## config.mk

```make
export PLATFORM = sky130hd
export DESIGN_NAME = atcbmc200_rspmux
export DESIGN_NICKNAME = d
export VERILOG_FILES = /design/src/rtl/atcbmc200_pkg.sv /design/src/rtl/atcbmc200_dflt_slv.sv /design/src/rtl/atcbmc200_rspmux.sv
export SDC_FILE = /design/constraint.sdc
export NUM_CORES = 1
export LEC_CHECK = 0
export ABC_AREA = 1
export CAP_MARGIN = 20
export CORE_ASPECT_RATIO = 0.9
export CORE_MARGIN = 3
export CORE_UTILIZATION = 32
export DETAILED_ROUTE_END_ITERATION = 6
export PLACE_DENSITY = 0.82
export SYNTH_ARGS = -nofsm -noshare
export SYNTH_HDL_FRONTEND = slang
export SYNTH_HIERARCHICAL = 1
export SYNTH_SLANG_ARGS = --single-unit
export TNS_END_PERCENT = 10
```

## constraint.sdc

```tcl
create_clock -name hclk -period 2 [get_ports hclk]
set_input_delay 0.5 -clock hclk [delete_from_list [all_inputs] [get_ports hclk]]
set_output_delay 0.5 -clock hclk [all_outputs]
set_load 0.05 [all_outputs]
```

## src/rtl/atcbmc200_pkg.sv

```systemverilog
// Shared AHB encodings and default-slave state type for the atcbmc200 matrix.
package atcbmc200_pkg;

  localparam logic [1:0] HTRANS_IDLE   = 2'b00;
  localparam logic [1:0] HTRANS_BUSY   = 2'b01;
  localparam logic [1:0] HTRANS_NONSEQ = 2'b10;
  localparam logic [1:0] HTRANS_SEQ    = 2'b11;

  localparam logic HRESP_OKAY  = 1'b0;
  localparam logic HRESP_ERROR = 1'b1;

  typedef enum logic [1:0] {
    DFLT_IDLE = 2'd0,
    DFLT_ERR1 = 2'd1,
    DFLT_ERR2 = 2'd2
  } dflt_state_e;

endpackage

```

## src/rtl/atcbmc200_dflt_slv.sv

```systemverilog
// Default slave: answers unmapped transfers with a two-cycle AHB ERROR and
// keeps a saturating count of how many it has answered.
module atcbmc200_dflt_slv
  import atcbmc200_pkg::*;
#(
  parameter int ERRCNT_WIDTH = 8
) (
  input  logic                    hclk,
  input  logic                    hresetn,
  input  logic                    accept,
  input  logic                    unmapped,
  input  logic                    err_clr,
  output logic                    dflt_hready,
  output logic                    dflt_hresp,
  output dflt_state_e             state,
  output logic [ERRCNT_WIDTH-1:0] err_cnt
);

  dflt_state_e state_d;
  logic        err_inc;

  always_ff @(posedge hclk or negedge hresetn) begin
    if (!hresetn) state <= DFLT_IDLE;
    else          state <= state_d;
  end

  always_comb begin
    state_d = state;
    unique case (state)
      DFLT_IDLE: if (accept && unmapped) state_d = DFLT_ERR1;
      DFLT_ERR1: state_d = DFLT_ERR2;
      DFLT_ERR2: state_d = (accept && unmapped) ? DFLT_ERR1 : DFLT_IDLE;
      default:   state_d = DFLT_IDLE;
    endcase
  end

  always_comb begin
    dflt_hready = 1'b1;
    dflt_hresp  = HRESP_OKAY;
    unique case (state)
      DFLT_ERR1: begin
        dflt_hready = 1'b0;
        dflt_hresp  = HRESP_ERROR;
      end
      DFLT_ERR2: begin
        dflt_hready = 1'b1;
        dflt_hresp  = HRESP_ERROR;
      end
      default: ;
    endcase
  end

  // Every entry into ERR1 (from IDLE or ERR2) is one new unmapped transfer.
  assign err_inc = (state_d == DFLT_ERR1) && (state != DFLT_ERR1);

  always_ff @(posedge hclk or negedge hresetn) begin
    if (!hresetn)                       err_cnt <= '0;
    else if (err_clr)                   err_cnt <= '0;
    else if (err_inc && err_cnt != '1)  err_cnt <= err_cnt + ERRCNT_WIDTH'(1);
  end

endmodule

```

## src/rtl/atcbmc200_rspmux.sv

```systemverilog
// Per-master data-phase response stage: registers the decoder select into a
// one-hot data-phase select and routes the chosen slave (or default slave) back.
module atcbmc200_rspmux
  import atcbmc200_pkg::*;
#(
  parameter int NSLV         = 4,
  parameter int DATA_WIDTH   = 32,
  parameter int ERRCNT_WIDTH = 8
) (
  input  logic                       hclk,
  input  logic                       hresetn,
  input  logic [NSLV-1:0]            sel,
  input  logic [1:0]                 htrans,
  input  logic [NSLV-1:0]            slv_hreadyout,
  input  logic [NSLV-1:0]            slv_hresp,
  input  logic [NSLV*DATA_WIDTH-1:0] slv_hrdata,
  input  logic                       err_clr,
  output logic                       hready,
  output logic                       hresp,
  output logic [DATA_WIDTH-1:0]      hrdata,
  output logic [NSLV-1:0]            dsel,
  output logic [ERRCNT_WIDTH-1:0]    err_cnt
);

  logic            valid;
  logic            accept;
  logic            unmapped;
  logic [NSLV-1:0] pick;
  dflt_state_e     dflt_state;
  logic            dflt_hready;
  logic            dflt_hresp;

  assign valid    = htrans[1];
  assign accept   = hready;
  assign unmapped = valid && (sel == '0);

  // Isolate the lowest set bit so overlapping decoder maps resolve to one slave.
  assign pick = sel & (~sel + NSLV'(1));

  always_ff @(posedge hclk or negedge hresetn) begin
    if (!hresetn)    dsel <= '0;
    else if (accept) dsel <= valid ? pick : '0;
  end

  always_comb begin
    hready = dflt_hready;
    hresp  = dflt_hresp;
    hrdata = '0;
    if (dsel != '0 && dflt_state == DFLT_IDLE) begin
      hready = 1'b0;
      hresp  = HRESP_OKAY;
      for (int i = 0; i < NSLV; i++) begin
        if (dsel[i]) begin
          hready = hready | slv_hreadyout[i];
          hresp  = hresp | slv_hresp[i];
          hrdata = hrdata | slv_hrdata[i*DATA_WIDTH +: DATA_WIDTH];
        end
      end
    end
  end

  atcbmc200_dflt_slv #(
    .ERRCNT_WIDTH (ERRCNT_WIDTH)
  ) u_dflt_slv (
    .hclk        (hclk),
    .hresetn     (hresetn),
    .accept      (accept),
    .unmapped    (unmapped),
    .err_clr     (err_clr),
    .dflt_hready (dflt_hready),
    .dflt_hresp  (dflt_hresp),
    .state       (dflt_state),
    .err_cnt     (err_cnt)
  );

endmodule

```

==> impl_metrics.tcl <==
set metrics [dict create \
    portBuffers 189 \
    slew_headroom 0.5841 \
    drv_cap 0 \
    synth_seq_cells 14 \
    holdWs_ps 578.2 \
    pwr-share-seq 0.061 \
    yosys-top-cells-area "nand2_1 (31%), a41oi_2 (22%), dfrtp_1 (16%), nand3_1 (6.5%), ha_1 (3.5%)" \
    synth_seq_area_share 0.1616 \
    crit_slowest_cell "dfrtp_2" \
    hpwl_um 9266 \
    vias 3193 \
    drc_errors 0 \
    crit_required_ps 1500 \
    fin_nets 688 \
    dieArea_um2 7801 \
    comb_power_share 0.900 \
    critPathMaxFanout 13 \
    yosysTopAreaCellShare 0.3099 \
    die_w_um 92.77 \
    synth.net_count 488 \
    wl_per_cell_um 18.35 \
    final_cells 623 \
    vias_per_cell 5.125 \
    postPlaceCellArea_um2 4930 \
    cts.clk_slew.worst_paths_ps 60 \
    antenna_found_initial 0 \
    yosys_warnings 6 \
    crit_type "register to output pin" \
    groute.usage.overall 0.2807 \
    h-tree-depth 1 \
    dr.pass1.iters 5 \
    cts.sinks 14 \
    ios 191 \
    setup_tns_ps -308.0 \
    synth_edf_count 0 \
    path_buf_inv 2 \
    grt_pass1_vias 3253 \
    setup_violations 20 \
    p_switching_uw 3378 \
    grt_pass1_wl_um 17550 \
    syn_to_final_growth_pct 136.6 \
    slew_viol_final 0 \
    place_ws_ps -232.6 \
    route.final.wire_length_um 11430 \
    ctsHoldBuffers 0 \
    status "finished with violations" \
    hold_viol 0 \
    fin_area_um2 5130 \
    start_kind "register" \
    hp-class "register to register" \
    drt-initial-drc-count 113 \
    synth_cell_types 27 \
    overflow 0 \
    endpoint_kind "output pin" \
    root_buffer "clkbuf_8" \
    clkPwrFrac 0.038 \
    max_freq_mhz 487.2 \
    drive_gt1_frac 0.2463 \
    pwr_density_cell_nw_per_um2 1250 \
    synthFlopType "dfrtp_1" \
    cts_made_buffers 3 \
    gp_congestion 0.8192 \
    synthCells 337 \
    synth_most_common_cell "nand2_1" \
    swShare 0.5267 \
    synthArstFlopShare 1.000 \
    dp_cells 612 \
    avgSynthCellArea_um2 6.434 \
    cts_tree "done" \
    period_share 1.026 \
    cp_cell_sequence "nor2_4 -> nand2_4 -> buf_16 -> a41oi_4 -> buf_12" \
    skew_ps 6.480 \
    synth_top_area_cell "nand2_1" \
    violations "setup timing" \
    fin_crit_ps 2053 \
    ant_nets 0 \
    setup_slack_ps -52.57 \
    slowest_delay_ps 440 \
    p_int_uw 3035 \
    crit_family "flip-flops" \
    cts_max_path_buffers 2 \
    cp.arrival_ps 1550 \
    ir_drop_v 0.0009564 \
    diodes 0 \
    fp.dieH_um 84.09 \
    clk_latency_ps 250 \
    initial_core_util 0.3414 \
    core_area_um2 6351 \
    worst_pin_slew_ps 621.9 \
    p_leak_uw 0.001844 \
    rsz0062_at_grt "true" \
    syn-cell-area_um2 2168 \
    synth.cells.most_frequent "nand2_1 (179), a41oi_2 (29), nand3_1 (28)" \
    num_rows 27 \
    grt_max_degree 29 \
]
## cell type report
class	count	area (um2)
Multi-Input combinational cell	284	2012
Timing Repair Buffer	215	2536
Inverter	19	71.32
Sequential cell	14	356.6
Clock buffer	4	45.04
Fill cell	395	1221
Tap cell	87	108.9
## routing by layer
layer | wire length, um | share of wire | track usage | vias to the layer above
li1 | - | - | - | 1522
met1 | 3977 | 0.35 | 0.2937 | 1474
met2 | 5731 | 0.50 | 0.4892 | 147
met3 | 1090 | 0.095 | 0.1028 | 50
met4 | 634 | 0.055 | 0.1411 | 0
met5 | 0 | 0 | 0 | -
## power groups by stage
stage / Clock, uW / Combinational (uW) / Sequential (uW)
after global routing: 263 / 6020 / 400
after CTS: 242 / 5720 / 389
final: 245 / 5770 / 394
after floorplan: 0 / 3110 / 484
after global placement: 0 / 5330 / 388
after detailed placement: 0 / 5420 / 391
## cell families (layout without fill, tap and decap cells)
kind of cell | after synthesis | in the layout | synth area share
AO/OA/AOI/OAI | 37 | 37 | 0.2441
XOR/XNOR | 2 | 2 | 0.008080
adder cells (fa/ha/maj) | 6 | 6 | 0.03462
buffers and inverters | 39 | 238 | 0.09867
flip-flops | 14 | 14 | 0.1616
AND/OR/NAND/NOR | 239 | 239 | 0.4530
## registers in the layout, summed over array words and instances, names as in the netlist
signal,cells
u_dflt_slv/err_cnt,8
dsel,4
u_dflt_slv/state,2
## final timing paths
check / startpoint / endpoint / slack [ps] / cells after the start
worst min-delay path: u_dflt_slv/err_cnt[1] / u_dflt_slv/err_cnt[1] / 580 / 2
worst max register to register: dsel[3] / u_dflt_slv/err_cnt[5] / 70 / 13
min in group asynchronous: hresetn / u_dflt_slv/err_cnt[2] / 640 / 1
worst min register to register: u_dflt_slv/err_cnt[1] / u_dflt_slv/err_cnt[1] / 580 / 2
worst max-delay path: u_dflt_slv/state[1] / hrdata[15] / -50 / 5
max in group asynchronous: hresetn / dsel[3] / 930 / 1
## layout by cell type, fill, tap and decap left out, drive strengths merged
cell and count:
clkdlybuf4s50 143, a41oi 32, clkbuf 4, ha 6, and3b 1, nand3 29
o21ai 2, buf 72, nand2 183, nand4 1, a21oi 2, o21bai 1
xor2 2, nor3 1, dfrtp 14, nor2 24, inv 19
## worst min-delay path, stage by stage (launching register included)
cell     delay [ps]
dfrtp_1         400
nand3_1          90
nand2_1          60
## stage by stage
step	total power, uW	util
after floorplan	3592	-
after global placement	5715	0.7762
after detailed placement	5810	0.7762
after CTS	6348	0.7985
after global routing	6679	0.8077
final	6413	0.8077
## what timing repair did
item,CTS,global route
buffers inserted,3,3
pin swaps,2,5
endpoints found under the setup margin,35,42
endpoints found under the hold margin,0,0
gates cloned,1,0
resized for setup,12,11
Power figures use the tool's default switching activity.
